==> config.mk <==
export PLATFORM = sky130hd
export DESIGN_NAME = multdiv_sequencer
export DESIGN_NICKNAME = d
export VERILOG_FILES = /design/src/rtl/multdiv_sequencer.sv
export SDC_FILE = /design/constraint.sdc
export NUM_CORES = 1
export LEC_CHECK = 0
export CELL_PAD_IN_SITES_DETAIL_PLACEMENT = 1
export CELL_PAD_IN_SITES_GLOBAL_PLACEMENT = 1
export CORE_AREA = 2 2 198 200
export DETAILED_ROUTE_END_ITERATION = 6
export DIE_AREA = 0 0 200 202
export GPL_TIMING_DRIVEN = 1
export PLACE_DENSITY_LB_ADDON = 0.1
export RECOVER_POWER = 100
export SLEW_MARGIN = 10
export SYNTH_ARGS = -nofsm -noshare
export SYNTH_HDL_FRONTEND = slang
export SYNTH_SLANG_ARGS = --single-unit
==> constraint.sdc <==
create_clock -name clk -period 3.8 [get_ports clk]
set_clock_uncertainty 0.15 [all_clocks]
set_input_delay 0.57 -clock clk [delete_from_list [all_inputs] [get_ports clk]]
set_output_delay 0.57 -clock clk [all_outputs]
set_load 0.005 [all_outputs]
==> src/rtl/multdiv_sequencer.sv <==
// Iterative signed multiply/divide engine: 32-step Booth radix-2 multiply and
// 32-step restoring divide with sign fix-up, holding results for HI/LO writes.
module multdiv_sequencer #(
    parameter int WIDTH = 32
) (
    input  logic             clk,
    input  logic             reset,
    input  logic             mult_start,
    input  logic             div_start,
    input  logic [WIDTH-1:0] a_in,
    input  logic [WIDTH-1:0] b_in,
    output logic             busy,
    output logic             done,
    output logic             divzero,
    output logic [WIDTH-1:0] hi_out,
    output logic [WIDTH-1:0] lo_out
);

    localparam int CW = $clog2(WIDTH);

    typedef enum logic [2:0] {
        S_IDLE  = 3'd0,
        S_MULT  = 3'd1,
        S_DIV   = 3'd2,
        S_FIXUP = 3'd3,
        S_DONE  = 3'd4
    } state_t;

    state_t           state_q, state_d;
    logic [CW-1:0]    cnt_q;
    logic [WIDTH:0]   acc_q;
    logic [WIDTH-1:0] q_q;
    logic             q1_q;
    logic [WIDTH-1:0] m_q;
    logic             sign_a_q, sign_b_q;
    logic             dz_q;
    logic [WIDTH-1:0] hi_q, lo_q;

    logic             last_step;
    logic             accept;
    logic [WIDTH:0]   m_ext;
    logic [WIDTH:0]   booth_sum;
    logic [WIDTH:0]   booth_acc;
    logic [WIDTH-1:0] booth_q;
    logic             booth_q1;
    logic [WIDTH:0]   r_shift;
    logic [WIDTH:0]   trial;
    logic [WIDTH:0]   div_r;
    logic [WIDTH-1:0] div_q;

    assign last_step = (cnt_q == CW'(WIDTH - 1));
    // DONE accepts a start on its exiting edge so operations can run back-to-back.
    assign accept    = (state_q == S_IDLE) || (state_q == S_DONE);

    // State register
    always_ff @(posedge clk) begin
        if (reset) begin
            state_q <= S_IDLE;
        end else begin
            state_q <= state_d;
        end
    end

    // Next-state logic
    always_comb begin
        state_d = state_q;
        case (state_q)
            S_IDLE, S_DONE: begin
                state_d = S_IDLE;
                if (mult_start) begin
                    state_d = S_MULT;
                end else if (div_start) begin
                    state_d = (b_in == '0) ? S_DONE : S_DIV;
                end
            end
            S_MULT:  if (last_step) state_d = S_DONE;
            S_DIV:   if (last_step) state_d = S_FIXUP;
            S_FIXUP: state_d = S_DONE;
            default: state_d = S_IDLE;
        endcase
    end

    // Output decode
    always_comb begin
        busy    = (state_q != S_IDLE);
        done    = (state_q == S_DONE);
        divzero = (state_q == S_DONE) && dz_q;
        hi_out  = hi_q;
        lo_out  = lo_q;
    end

    // Booth step on {acc,Q,q-1}; acc carries one guard bit so -2^(W-1) multiplicands add safely.
    always_comb begin
        m_ext     = {m_q[WIDTH-1], m_q};
        booth_sum = acc_q;
        case ({q_q[0], q1_q})
            2'b01:   booth_sum = acc_q + m_ext;
            2'b10:   booth_sum = acc_q - m_ext;
            default: booth_sum = acc_q;
        endcase
        booth_acc = {booth_sum[WIDTH], booth_sum[WIDTH:1]};
        booth_q   = {booth_sum[0], q_q[WIDTH-1:1]};
        booth_q1  = q_q[0];
    end

    // Restoring divide step on magnitudes; trial msb is the borrow.
    always_comb begin
        r_shift = {acc_q[WIDTH-1:0], q_q[WIDTH-1]};
        trial   = r_shift - {1'b0, m_q};
        if (!trial[WIDTH]) begin
            div_r = trial;
            div_q = {q_q[WIDTH-2:0], 1'b1};
        end else begin
            div_r = r_shift;
            div_q = {q_q[WIDTH-2:0], 1'b0};
        end
    end

    // Datapath registers
    always_ff @(posedge clk) begin
        if (reset) begin
            cnt_q    <= '0;
            acc_q    <= '0;
            q_q      <= '0;
            q1_q     <= 1'b0;
            m_q      <= '0;
            sign_a_q <= 1'b0;
            sign_b_q <= 1'b0;
            dz_q     <= 1'b0;
            hi_q     <= '0;
            lo_q     <= '0;
        end else begin
            case (state_q)
                S_MULT: begin
                    acc_q <= booth_acc;
                    q_q   <= booth_q;
                    q1_q  <= booth_q1;
                    cnt_q <= cnt_q + CW'(1);
                    if (last_step) begin
                        hi_q <= booth_acc[WIDTH-1:0];
                        lo_q <= booth_q;
                    end
                end
                S_DIV: begin
                    acc_q <= div_r;
                    q_q   <= div_q;
                    cnt_q <= cnt_q + CW'(1);
                end
                S_FIXUP: begin
                    lo_q <= (sign_a_q ^ sign_b_q) ? -q_q : q_q;
                    hi_q <= sign_a_q ? -acc_q[WIDTH-1:0] : acc_q[WIDTH-1:0];
                end
                default: begin
                    if (accept && mult_start) begin
                        acc_q <= '0;
                        q_q   <= b_in;
                        q1_q  <= 1'b0;
                        m_q   <= a_in;
                        cnt_q <= '0;
                        dz_q  <= 1'b0;
                    end else if (accept && div_start) begin
                        dz_q <= (b_in == '0);
                        if (b_in != '0) begin
                            acc_q    <= '0;
                            q_q      <= a_in[WIDTH-1] ? -a_in : a_in;
                            m_q      <= b_in[WIDTH-1] ? -b_in : b_in;
                            sign_a_q <= a_in[WIDTH-1];
                            sign_b_q <= b_in[WIDTH-1];
                            cnt_q    <= '0;
                        end
                    end
                end
            endcase
        end
    end

endmodule

Word level (Yosys, flattened, before mapping):

Index checks and enable logic that the tools add are counted.
W data, S select, Z words.

* flip-flop bits (word level): 173
* bits of input ports: 68
* output and inout port bits: 67
* logic and storage cells: 97

* add/subtract/negate cells: 8
* eq/ne operators: 9
* mux-type cells: 36
* bitwise gates (word level): 5
* reduce and logical (&&, ||, !) cells: 28

Operators by type and width (number)
* $mux W32: 12
* $mux W33: 4
* $neg A32 Y32: 4
* $pmux W32 S2: 2
* $pmux W33 S3: 1
* $pmux W32 S3: 1
* $pmux W33 S2: 1
* $add A33 B33 Y33: 1
* $sub A33 B32 Y33: 1
* $sub A33 B33 Y33: 1
* $logic_not A32 Y1: 1
* $reduce_bool A32 Y1: 1
* $mux W3: 5
* $mux W5: 3
* $pmux W3 S4: 1
* $pmux W5 S2: 1
* $reduce_and A3 Y1: 3
* $reduce_bool A3 Y1: 3
* $reduce_and A2 Y1: 4
* $reduce_bool A2 Y1: 4
* $reduce_bool A4 Y1: 2
* $eq A3 B2 Y1 const B: 2
* $reduce_or A2 Y1: 3
* $add A5 B1 Y5 const B: 1
* 15 further kinds: 24

Depth between registers and ports, before layout:

* depth in word-level cells: 6
* gate-level depth with buffers: 19
* depth with buffers taken out: 18

Least setup slack after synthesis:

No wires, ideal clock.

* kind: reg2reg
* from: register q_q[31]
* to: register acc_q[16]
* setup time: 0.128 ns
* data arrival time: 3.914 ns
* required time: 3.522 ns
* slack: -0.392 ns
* stages on the path, launching flop included: 18
* buffers on the path: 1
* clock period less this slack: 4.192 ns
* path through: dfxtp_1 > inv_1 > ha_1 > inv_1 > fa_1 > a21o_1 > a311oi_1 > nor4_1 > nor2_1 > o22ai_1 > o21a_1 > a31oi_1 > o21ai_0 > ha_1 > clkbuf_1 > mux2_2 > a222oi_1 > nor2_1

* cells in the longest elaborated chain, start to end: 3

Ends and longest elaborated chain
* start: declaration: line 32 `logic [WIDTH-1:0] q_q;`
* start signal: assignment: line 136 `q_q <= booth_q;`
* start signal: assignment: line 146 `q_q <= div_q;`
* start signal: assignment: line 156 `q_q <= b_in;`
* $sub A33 B32 Y33: line 109 `trial = r_shift - {1'b0, m_q};`
* $mux W33: line 110 `if (!trial[WIDTH]) begin`
* $pmux W33 S3: line 133 `case (state_q)`
* end signal: assignment: line 135 `acc_q <= booth_acc;`
* end signal: assignment: line 145 `acc_q <= div_r;`
* end: declaration: line 31 `logic [WIDTH:0] acc_q;`

No other way between the ends.
A chain may end at the register's enable or synchronous reset.

Worst setup path in the final report:

* from: register m_q[6]
* to: register acc_q[32]

* cells in the longest elaborated chain, start to end: 3
* elaborated cells between the ends (all ways): 6
* those cells by class: add/sub (3); mux (3)

Ends and longest elaborated chain
* start: declaration: line 34 `logic [WIDTH-1:0] m_q;`
* start signal: assignment: line 158 `m_q <= a_in;`
* start signal: assignment: line 166 `m_q <= b_in[WIDTH-1] ? -b_in : b_in;`
* $sub A33 B33 Y33 (tied with other cells): line 98 `2'b10: booth_sum = acc_q - m_ext;`
* $pmux W33 S2 / $mux W33 (equally long branches): line 96, 110
* $pmux W33 S3 *: line 133

Every way passes the cells marked *; elsewhere a longest branch is shown, timed or not.

==> results.cfg <==
[status]
outcome = finished with violations
violations = setup timing

[clocking]
clockBufferDepth = 2
cts_root_buffer = clkbuf_16
cts_tree = done
cts.sinks = 173
clkTransAtPathRegs_ns = 0.08
hold_buffers = 0
htree_num_levels = 4
cts_buffers = 17
clk_latency_ns = 0.46

[floorplan]
core_mm2 = 0.0383
die_area_mm2 = 0.0404
std_cell_rows = 72
die_width_um = 200
pin_count = 135
die_h_um = 202
start_util_pct = 38.7

[pwr]
internal_power_w = 0.00669
p_clk_share_pct = 14.1
p_total_w = 0.0125
vdd_ir_drop_max_mv = 0.375
p_sw_w = 0.00582
cellPowerDensity_mw_per_mm2 = 575
power_leakage_nw = 8.86
combPwrFrac_pct = 67.3
seq_power_share_pct = 18.7
swShare_pct = 46.5

[synth]
async_reset_ff_share_pct = 0
synthCells = 2020
synth_seq_cells = 173
synthesis.area_mm2 = 0.0148
synth_cell_type_count = 70
ys.flop_type = dfxtp_1
avgSynthCellArea_um2 = 7.33
syn-num-nets = 2163
synth-edff-count = 0
synth_seq_area_share_pct = 23.4
yosysWarnings = 0

[critical_path]
r2r_slack_ns = -0.41
cp.arrival_ns = 4.43
cpLargestDelayFamily = compound AO/OA/AOI/OAI gates
crit_chain = inv_2 -> nand4_1 -> nor4_2 -> and3_1 -> buf_6 -> and3_4 -> a21oi_1 -> xnor2_2 -> ha_1 -> a21oi_1 -> o21bai_1 -> a21oi_1 -> o21ai_0 -> a31o_2 -> nor3_4 -> xor2_2 -> buf_4 -> o211ai_1 -> a221oi_1
cp_num_buf_inv = 3
rr_startpoint = m_q[6]$_SDFFE_PP0P_
worst-endpoint-required_ns = 4.02
start_kind = flop
critPathMaxStageDelay_ns = 0.37
cp-end-kind = flop
crit_top_cell = a21oi_1
crit_fanout = 4
cp_slowest_cell = dfxtp_4
rr_endpoint = acc_q[32]$_SDFFE_PP0P_
crit_cells = 19
ff2ff_path_depth = 19
crit_type = flop to flop

[drt]
vias = 18200
drt_iter0_drc = 1692
drc = 0
ant_nets = 0
dr.pass1.iters = 7
totalWireLength_um = 75800
vias_per_cell = 6.13
wl_per_cell_um = 25.5

[timing]
timing.fmax_mhz = 238
maxSlewViolCount = 0
timing.final.crit_share_pct = 111
fin_setup_tns_ns = -7.95
min_period_ns = 4.21
tightest_slew_ns = 1.32
finalHoldViolCount = 0
rsz0062_at_grt = yes
worst_slack_ns = -0.406
finalSetupViolCount = 51
maxSlewHeadroom_pct = 11.6

[final_layout]
final_core_util_pct = 56.8
num_antenna_cells = 0
layout-drive-gt1-share_pct = 28.4
final_cell_mix = buf_4, nand2_1, nor2_1, dfxtp_1, a21oi_1
fin_nets = 2585
nFillCells = 4612
area_growth_pct = 46.9
stdcell_area_mm2 = 0.0217
layout_commonest_cell = buf_4

[hold_path]
hold_depth = 1
hold_path.class = flop to flop
hold_start = cnt_q[3]$_SDFFE_PP0P_
whs_endpoint = cnt_q[3]$_SDFFE_PP0P_

[placed_design]
postPlaceCellArea_mm2 = 0.0190
gp_congestion = 0.914
hpwl_um = 53000
portBuffers = 134

[grt]
overflow = 0
grt_max_degree = 99
grt_pass1_wl_um = 108000
grt_pass1_vias = 18100
grtUsageTotal_pct = 35.0
grt_antenna_before_repair = 0

[job]
max-cap-violations = 0
[worst register-to-register path, cell delays in order (launching register included)]
cell      delay, ns
dfxtp_4        0.37
inv_2          0.07
nand4_1        0.23
nor4_2         0.26
and3_1         0.26
buf_6          0.14
and3_4         0.20
a21oi_1        0.11
xnor2_2        0.27
ha_1           0.34
a21oi_1        0.17
o21bai_1       0.08
a21oi_1        0.15
o21ai_0        0.09
a31o_2         0.27
nor3_4         0.22
xor2_2         0.18
buf_4          0.15
o211ai_1       0.09
a221oi_1       0.32
[flip-flops by register name, indices dropped and copies added (netlist names)]
signal    flops
hi_out       32
lo_out       32
q_q          32
m_q          32
dz_q          1
cnt_q         5
state_q       3
acc_q        33
sign_b_q      1
q1_q          1
sign_a_q      1
[cell type report]
class / instances / area (um2) / share of cell area [%]
clock buffer: 17 / 425 / 1.96
clock inverter: 15 / 125 / 0.576
timing repair buffer: 553 / 4710 / 21.6
multi-input combinational: 1637 / 12100 / 55.7
tap: 518 / 648 / 2.98
inverter: 60 / 233 / 1.07
sequential: 173 / 3480 / 16.0
[through the flow]
stage / std cells / hold slack, ns / worst slack (ns)
after floorplan: 2020 / 0.289 / 0.0121
after global placement: 2883 / 0.309 / -0.798
after detailed placement: 2883 / 0.324 / -0.718
final: 2973 / 0.331 / -0.406
after global routing: 2973 / 0.355 / -0.545
after CTS: 2943 / 0.335 / -0.230
[repair_timing]
item | 4_1_cts | 5_1_grt
buffers inserted | 29 | 33
gates resized for setup | 156 | 211
endpoints found under the hold margin | 0 | 0
pin swaps | 82 | 104
setup endpoints to repair | 51 | 56
cloned | 1 | 3
[kinds of logic after synthesis]
kind of cell	synth area share (%)
AND/OR/NAND/NOR	20.8
multiplexers	1.62
XOR/XNOR	12.1
adder cells (fa/ha/maj)	6.44
AO/OA/AOI/OAI	30.2
buffers and inverters	5.51
flip-flops	23.4
[worst max-delay path by stage]
stage	slack, ns	from	to
6_report	-0.41	m_q[6]$_SDFFE_PP0P_	acc_q[32]$_SDFFE_PP0P_
5_1_grt	-0.54	m_q[6]$_SDFFE_PP0P_	hi_out[30]$_SDFFE_PP0P_
4_1_cts	-0.23	m_q[8]$_SDFFE_PP0P_	hi_out[30]$_SDFFE_PP0P_
3_5_place_dp	-0.72	m_q[2]$_SDFFE_PP0P_	hi_out[31]$_SDFFE_PP0P_
3_3_place_gp	-0.80	m_q[7]$_SDFFE_PP0P_	hi_out[31]$_SDFFE_PP0P_
2_1_floorplan	0.01	q_q[31]$_SDFFE_PP0P_	acc_q[3]$_SDFFE_PP0P_
[cells in the mapped netlist, types with 37 or more instances]
| master | count | share of area [%] |
|---|---|---|
| nand2_1 | 251 | 6.4 |
| dfxtp_1 | 173 | 23 |
| inv_1 | 60 | 1.5 |
| clkbuf_1 | 136 | 3.4 |
| xor2_1 | 94 | 5.6 |
| ha_1 | 73 | 6.2 |
| xnor2_1 | 110 | 6.5 |
| o21ai_0 | 111 | 3.8 |
| a211oi_1 | 37 | 1.9 |
| nor2_1 | 218 | 5.5 |
| a222oi_1 | 44 | 3.0 |
| a21oi_1 | 162 | 5.5 |
[per-layer routing]
metal  wire (um)  GRT usage (%)  share of wire (%)
met1       31800           46.2                 42
met2       34800           56.7                 46
met3        4470           3.95                5.9
met4        4690           16.7                6.2
met5           0              0                  0
[power by group through the flow]
stage	clock (W)	sequential, W	combinational [W]
2_1_floorplan	0	0.00224	0.00370
3_5_place_dp	0	0.00235	0.00637
6_report	0.00176	0.00233	0.00841
4_1_cts	0.00178	0.00232	0.00698
5_1_grt	0.00185	0.00236	0.00883
3_3_place_gp	0	0.00234	0.00622
Power figures use the tool's default switching activity.
